## config.mk

```make
export PLATFORM = sky130hd
export DESIGN_NAME = vga_timing_gen
export DESIGN_NICKNAME = d
export VERILOG_FILES = /design/src/rtl/vga_pkg.sv /design/src/rtl/vga_axis_counter.sv /design/src/rtl/vga_timing_gen.sv
export SDC_FILE = /design/constraint.sdc
export NUM_CORES = 1
export LEC_CHECK = 0
export CORE_MARGIN = 4
export CORE_UTILIZATION = 30
export DETAILED_ROUTE_END_ITERATION = 10
export PLACE_DENSITY = 0.64
export SLEW_MARGIN = 25
export SYNTH_ARGS = -nofsm -noshare
export SYNTH_HDL_FRONTEND = slang
export SYNTH_HIERARCHICAL = 1
export SYNTH_SLANG_ARGS = --single-unit
```

## constraint.sdc

```tcl
create_clock -name vga_clk -period 6.25 [get_ports vga_clk]
set_input_delay 0.625 -clock vga_clk [delete_from_list [all_inputs] [get_ports vga_clk]]
set_output_delay 0.625 -clock vga_clk [all_outputs]
set_load 0.01 [all_outputs]
```

## src/rtl/vga_pkg.sv

```systemverilog
// rtl/vga_pkg.sv - default 640x480@60 timing constants and shared coordinate type
package vga_pkg;

   typedef logic [9:0] coord_t;

   localparam int DEF_H_VISIBLE = 640;
   localparam int DEF_H_FP      = 16;
   localparam int DEF_H_SYNC    = 96;
   localparam int DEF_H_BP      = 48;
   localparam int DEF_V_VISIBLE = 480;
   localparam int DEF_V_FP      = 10;
   localparam int DEF_V_SYNC    = 2;
   localparam int DEF_V_BP      = 33;

   localparam int H_TOTAL = DEF_H_VISIBLE + DEF_H_FP + DEF_H_SYNC + DEF_H_BP;
   localparam int V_TOTAL = DEF_V_VISIBLE + DEF_V_FP + DEF_V_SYNC + DEF_V_BP;

   // Half-open interval test used for the sync pulse windows.
   function automatic logic in_window(coord_t v, int lo, int hi);
      return (v >= coord_t'(lo)) && (v < coord_t'(hi));
   endfunction

endpackage

```

## src/rtl/vga_axis_counter.sv

```systemverilog
// rtl/vga_axis_counter.sv - wrapping axis counter exposing its next value for registered decode
module vga_axis_counter
   import vga_pkg::*;
#(
   parameter int TOTAL = H_TOTAL
)
(
   input  logic       clk,
   input  logic       rst,
   input  logic       en,
   output logic [9:0] count,
   output logic [9:0] count_next,
   output logic       wrap
);

   localparam coord_t LAST = coord_t'(TOTAL - 1);

   always_comb begin
      wrap       = en && (count == LAST);
      count_next = count;
      if (wrap)
         count_next = '0;
      else if (en)
         count_next = count + 10'd1;
   end

   always_ff @(posedge clk or posedge rst) begin
      if (rst)
         count <= '0;
      else
         count <= count_next;
   end

endmodule

```

## src/rtl/vga_timing_gen.sv

```systemverilog
// rtl/vga_timing_gen.sv - VGA raster timing: counters, syncs, blank, frame pulses and frame count
module vga_timing_gen
   import vga_pkg::*;
#(
   parameter int H_VISIBLE = DEF_H_VISIBLE,
   parameter int H_FP      = DEF_H_FP,
   parameter int H_SYNC    = DEF_H_SYNC,
   parameter int H_BP      = DEF_H_BP,
   parameter int V_VISIBLE = DEF_V_VISIBLE,
   parameter int V_FP      = DEF_V_FP,
   parameter int V_SYNC    = DEF_V_SYNC,
   parameter int V_BP      = DEF_V_BP
)
(
   input  logic       vga_clk,
   input  logic       reset,
   output logic       hs,
   output logic       vs,
   output logic       blank,
   output logic [9:0] DrawX,
   output logic [9:0] DrawY,
   output logic       frame_start,
   output logic       vblank_start,
   output logic [7:0] frame_count
);

   localparam int LINE_CLOCKS = H_VISIBLE + H_FP + H_SYNC + H_BP;
   localparam int FRAME_LINES = V_VISIBLE + V_FP + V_SYNC + V_BP;

   coord_t hc, vc, hc_next, vc_next;
   logic   h_wrap, v_wrap;

   vga_axis_counter #(.TOTAL(LINE_CLOCKS)) u_hcount (
      .clk        (vga_clk),
      .rst        (reset),
      .en         (1'b1),
      .count      (hc),
      .count_next (hc_next),
      .wrap       (h_wrap)
   );

   vga_axis_counter #(.TOTAL(FRAME_LINES)) u_vcount (
      .clk        (vga_clk),
      .rst        (reset),
      .en         (h_wrap),
      .count      (vc),
      .count_next (vc_next),
      .wrap       (v_wrap)
   );

   // Decoding the next-state counters keeps every registered output aligned with DrawX/DrawY.
   logic hs_next, vs_next, blank_next, frame_start_next, vblank_start_next;

   always_comb begin
      hs_next           = !in_window(hc_next, H_VISIBLE + H_FP, H_VISIBLE + H_FP + H_SYNC);
      vs_next           = !in_window(vc_next, V_VISIBLE + V_FP, V_VISIBLE + V_FP + V_SYNC);
      blank_next        = (hc_next < coord_t'(H_VISIBLE)) && (vc_next < coord_t'(V_VISIBLE));
      frame_start_next  = v_wrap;
      vblank_start_next = (hc_next == '0) && (vc_next == coord_t'(V_VISIBLE));
   end

   always_ff @(posedge vga_clk or posedge reset) begin
      if (reset) begin
         hs           <= 1'b1;
         vs           <= 1'b1;
         blank        <= 1'b1;
         frame_start  <= 1'b0;
         vblank_start <= 1'b0;
         frame_count  <= '0;
      end else begin
         hs           <= hs_next;
         vs           <= vs_next;
         blank        <= blank_next;
         frame_start  <= frame_start_next;
         vblank_start <= vblank_start_next;
         if (frame_start_next)
            frame_count <= frame_count + 8'd1;
      end
   end

   assign DrawX = hc;
   assign DrawY = vc;

endmodule

```

==> metrics.yaml, run 1 <==
status: "completed"
clock_path_buffers: 2
avgSynthCellArea_sq_um: 10.8
crit_slowest_cell: "or4b_4"
tritoncts: "built"
track_usage: 0.120
switching_power_uw: 196
hold_buffers: 0
die_w_microns: 81.2
ys_ff_latch: 33
rsz0062_at_grt: "no"
fmaxAchievable_mhz: 322
synth_cell_type_count: 40
internal-power_uw: 398
placed_cell_area_sq_um: 2030
grt_pass1_vias: 1253
p_leak_uw: 0.000928
vias: 1218
clk_pin_slew_ns: 0.08
clockPowerShare: 0.266
combPwrFrac: 0.278
clock-sinks: 33
cts_root_buf: "clkbuf_8"
setup_viol: 0
drv_slew: 0
port_buffers: 34
synthTopCellsByArea: "dfrtp_1 (47%), xor2_1 (6.0%), dfstp_2 (4.9%), xnor2_1 (4.9%), nand2_1 (3.7%)"
synth_area_sq_um: 1610
dp_cells: 251
viasPerCell: 4.70
first_pass_iters: 4
cp.arrival_ns: 3.32
finalCritPeriodShare: 0.496
drt-initial-drc-count: 42
drive_gt1_frac: 0.111
irDropWorstVdd_mv: 0.0865
start_kind: "flop"
finalWirelength_mm: 3.51
cellPowerDensity_nw_per_um2: 281
final_nets: 194
yosysTopAreaCell: "dfrtp_1"
htreeDepth: 2
tightest_slew_ns: 0.521
gp_congestion: 0.780
pin_count: 35
dp.final_hpwl_mm: 2.65
max-cap-violations: 0
crit_chain: "or4b_4, nor3_1, buf_4, nand3_1, nor3_4, nor2_1, or4_4, nor4_2, and4_1"
hold_viol: 0
crit_fanout: 13
fin_tns_setup_ns: 0
cts_resized: 0
drtAntennaViolNets: 0
fp.dieH_microns: 81.2
synth_top_area_frac: 0.468
relSlewSlack: 0.651
instances_no_fill: 259
coreArea_sq_um: 5140
grt_max_degree: 14
num_antenna_cells: 0
swShare: 0.330
fin_area_sq_um: 2110
post_cts_buffers: 0
grt_remaining_overflow: 0
min_period_ns: 3.10
initial_utilization: 0.312
syn_nets: 154
fin_skew_ns: 0.00974
yosysWarnings: 6
antenna_found_initial: 0
synthCells: 148
clock_latency_ns: 0.29
seq_area_frac_synth: 0.517
critPathKind: "flop to flop"
required_ns: 6.47
p_seq_frac: 0.456
drc: 0
numCtsBuffers: 5
holdWs_ns: 0.475
grt_pass1_wl_mm: 5.91
cp_slowest_stage_delay_ns: 0.57
hold_class: "flop to flop"
core.rowCount: 26
dieArea_sq_um: 6590
end_kind: "flop"
wl_per_cell_microns: 13.5
syn_to_final_growth_pct: 31.7
==> sequential cells by signal, summed over array words and instances, names as in the netlist <==
signal / cells
vblank_start: 1
u_hcount/count: 10
blank: 1
hs: 1
frame_start: 1
vs: 1
u_vcount/count: 10
frame_count: 8
==> synth_stat cells <==
master	instances
nand3_1	5
xnor2_1	9
o211ai_1	1
nand2_1	16
nand4_1	8
nor2_1	13
nand3b_1	1
nor3_4	1
nor4_2	1
dfrtp_1	30
nor4_1	1
buf_4	1
inv_1	7
o21ai_0	1
o311a_1	1
or4_1	2
a21oi_2	1
a21oi_1	2
or3_1	2
or4_4	2
nor4b_1	1
nand4bb_1	1
a211o_1	1
xor2_1	11
conb_1	1
nand4_4	1
nor2b_1	1
o31ai_1	2
or3_2	1
nor3_1	6
a311oi_1	1
mux2i_1	2
clkbuf_2	1
and3_1	2
and2_1	1
ha_1	4
or4b_4	1
and4_1	1
mux2_2	1
dfstp_2	3
==> power by group through the flow <==
stage          sequential (uW)  combinational (uW)  clock [uW]
2_1_floorplan              280                88.1           0
3_3_place_gp               274                 166           0
3_5_place_dp               275                 168           0
4_1_cts                    271                 168         164
5_1_grt                    277                 181         174
6_report                   271                 165         158
==> cell usage in the layout, fill, tap and decap left out, drive strengths merged, types with 2 or more instances in the layout <==
cell type / n
ha: 4
nor2: 13
nand2: 16
xnor2: 9
clkdlybuf4s50: 34
dfstp: 3
o31ai: 2
xor2: 11
dfrtp: 30
and3: 2
mux2i: 2
nor3: 7
nor4: 2
nand4: 9
or4: 4
or3: 3
a21oi: 3
inv: 7
clkinv: 2
clkbuf: 5
nand3: 5
==> cell families after synthesis <==
family	after synthesis	synth area share
mux	3	0.0195
compound gates	10	0.0460
xor+xnor	20	0.109
buf+inv	9	0.0242
fa+ha+maj	4	0.0312
other cells	1	0.00234
flops	33	0.517
simple gates	68	0.251
==> per-stage QoR <==
stage	total power (uW)	setup WS, ns	utilization
finish	594	3.15	0.411
global route	632	2.90	0.411
CTS	602	3.13	0.411
detailed placement	443	3.16	0.395
global placement	440	3.24	0.395
floorplan	368	3.14	-
==> per-layer routing <==
layer	global-route usage	routed length, microns	vias up
met3	0.0355	157	8
met1	0.154	1670	579
met4	0.0541	69	0
met2	0.186	1610	34
li1	-	-	597
met5	0	0	-
==> worst max-delay path: cells and delay by family, from the launching register on <==
kind / cells / cell delay (ns)
flops: 1 / 0.45
buf+inv: 1 / 0.22
simple gates: 8 / 2.37
==> worst paths after layout <==
kind | start | endpoint | slack [ns] | depth (start not counted)
setup reg to reg | u_hcount/count[5]$_DFF_PP0_ | vblank_start$_DFF_PP0_ | 3.15 | 9
min in group asynchronous | reset | u_vcount/count[3]$_DFF_PP0_ | 0.70 | 2
hold reg to reg | frame_count[7]$_DFFE_PP0P_ | frame_count[7]$_DFFE_PP0P_ | 0.47 | 1
hold / removal | frame_count[7]$_DFFE_PP0P_ | frame_count[7]$_DFFE_PP0P_ | 0.47 | 1
setup / recovery | u_hcount/count[5]$_DFF_PP0_ | vblank_start$_DFF_PP0_ | 3.15 | 9
max in group asynchronous | reset | vs$_DFF_PP1_ | 5.14 | 2
==> final cells by class <==
type	instances	area, sq um
clock buffers	5	68.8
clock inverters	3	17.5
fillers	525	3030
inverters	7	26.3
multi-input cells	106	737
flip-flops and latches	33	830
well taps	70	87.6
repair buffers	35	348
Note: power is estimated with default switching activity, not from simulation.
==> inputs of run 2 (changes only) <==
- clock period: 6.25 -> 3.2 ns (I/O delays scaled with it)
==> run 2 against run 1 <==
Via count is 0.25% lower. Worst hold slack worse by 0.078 ns. Flip-flop and latch count stayed put. Final cell count is 0.39% higher. Sequential power is 96% higher. Clock skew is 0.0023 ns lower. Maximum frequency is 11% higher. Non-clock buffer count is 1 higher. Routed wire length is 2.7% lower. Combinational power is 95% higher. Critical path type unchanged. Critical endpoint unchanged. Highest routed layer unchanged.
==> metrics.yaml, run 2 (synthesis gave the netlist of run 1 again) <==
swShare: 0.322
crit_family: "simple AND/OR/NAND/NOR gates"
top_usage_layer: "met2"
clock-sinks: 33
drv_slew: 0
cts_resized: 0
dp.final_hpwl_mm: 2.59
first_pass_iters: 4
n_fill_cell: 523
layout_commonest_cell: "clkdlybuf4s50_1"
cp_slowest_stage_delay_ns: 0.57
syn_to_final_growth_pct: 32.3
gr-usage-met1: 0.149
fmaxAchievable_mhz: 357
numCtsBuffers: 5
wl_per_cell_microns: 13.1
start_kind: "flop"
grt_max_degree: 14
finalCritPeriodShare: 0.876
ff2ff_setup_slack_ns: 0.40
core.rowCount: 26
fp.dieH_microns: 81.2
p_leak_uw: 0.000934
die_w_microns: 81.2
finalPower_uw: 1150
grt_use_met3: 0.0333
status: "completed"
post_cts_buffers: 0
crit_slowest_cell: "or4b_4"
clockPowerShare: 0.257
clock_latency_ns: 0.28
tritoncts: "built"
fin_skew_ns: 0.00742
antenna_found_initial: 0
timing.critical_path.mode_cell: "buf_4"
irDropWorstVdd_mv: 0.204
combPwrFrac: 0.280
num_antenna_cells: 0
hold_class: "input port to async pin"
end_kind: "flop"
cp.arrival_ns: 3.02
clock_path_buffers: 2
max-cap-violations: 0
drtAntennaViolNets: 0
initial_utilization: 0.312
critPathKind: "flop to flop"
min_period_ns: 2.80
fin_tns_setup_ns: 0
grt_pass1_vias: 1279
finalWirelength_mm: 3.41
drc: 0
rsz0062_at_grt: "no"
grt_remaining_overflow: 0
crit_buf_inv: 2
worstReg2RegEnd: "vblank_start$_DFF_PP0_"
final_nets: 195
worstRegToRegCells: 10
hold_buffers: 0
htreeDepth: 2
layout_common_cells: "clkdlybuf4s50_1 (34), dfrtp_1 (30), nand2_1 (16)"
drive_gt1_frac: 0.116
vias: 1215
top_regs: "u_hcount/count: 10 flops, u_vcount/count: 10 flops, frame_count: 8 flops"
drt-initial-drc-count: 63
hold_viol: 0
gp_congestion: 0.765
grt_pass1_wl_mm: 5.93
viasPerCell: 4.67
clk_pin_slew_ns: 0.07
setup_viol: 0
dieArea_sq_um: 6590
coreArea_sq_um: 5140
port_buffers: 34
p_seq_frac: 0.463
grtUsageMet2: 0.193
internal-power_uw: 778
pin_count: 35
cellPowerDensity_nw_per_um2: 541
crit_chain: "or4b_4, nor3_1, buf_4, nand3_1, nor3_4, buf_4, a21oi_2, nand3b_1, nor4b_2, and4_1"
r2r_start: "u_hcount/count[5]$_DFF_PP0_"
switching_power_uw: 370
cts_root_buf: "clkbuf_8"
required_ns: 3.42
track_usage: 0.118
crit_fanout: 10
==> run 2: cell types whose count changed in the layout (fill, tap and decap cells not counted), sizes merged <==
cell	previous run	this run
clkinvlp	1	0
clkbuf	5	6
buf	1	2
==> run 2: routing by layer <==
| metal | share of wire | vias up |
|---|---|---|
| met3 | 0.051 | 4 |
| met1 | 0.46 | 574 |
| li1 | - | 608 |
| met2 | 0.48 | 29 |
| met4 | 0.0091 | 0 |
| met5 | 0 | - |
==> run 2: power groups by stage <==
stage / Sequential [uW] / Combinational, uW / Clock, uW
after floorplan: 547 / 172 / 0
after global placement: 536 / 325 / 0
after detailed placement: 539 / 323 / 0
after CTS: 531 / 325 / 309
after global routing: 544 / 354 / 326
final: 532 / 322 / 296
==> run 2: per-stage QoR <==
stage	instance area [sq um]	setup WS [ns]	utilization	hold slack, ns	std cells
2_1_floorplan	1610	0.0900	-	0.160	148
3_3_place_gp	2040	0.402	0.396	0.456	252
3_5_place_dp	2040	0.340	0.396	0.473	252
4_1_cts	2120	0.315	0.412	0.407	260
5_1_grt	2120	0.0738	0.413	0.425	260
6_report	2120	0.398	0.413	0.396	260
==> run 2: layout make-up <==
type | count | area (sq um) | share of cell area
Clock inverter | 2 | 10.0 | 0.00471
Timing Repair Buffer | 36 | 355 | 0.167
Multi-Input combinational cell | 106 | 743 | 0.350
Clock buffer | 6 | 72.6 | 0.0342
Tap cell | 70 | 87.6 | 0.0412
Sequential cell | 33 | 830 | 0.390
Inverter | 7 | 26.3 | 0.0124
==> run 2: worst max path at each step <==
stage | slack (ns) | cells past startpoint | start | endpoint
final | 0.40 | 10 | u_hcount/count[5]$_DFF_PP0_ | vblank_start$_DFF_PP0_
after global routing | 0.07 | 9 | u_hcount/count[5]$_DFF_PP0_ | vblank_start$_DFF_PP0_
after CTS | 0.31 | 10 | u_hcount/count[5]$_DFF_PP0_ | vblank_start$_DFF_PP0_
after detailed placement | 0.34 | 10 | u_hcount/count[5]$_DFF_PP0_ | vblank_start$_DFF_PP0_
after global placement | 0.40 | 9 | u_hcount/count[5]$_DFF_PP0_ | vblank_start$_DFF_PP0_
after floorplan | 0.09 | 9 | u_hcount/count[5]$_DFF_PP0_ | vblank_start$_DFF_PP0_
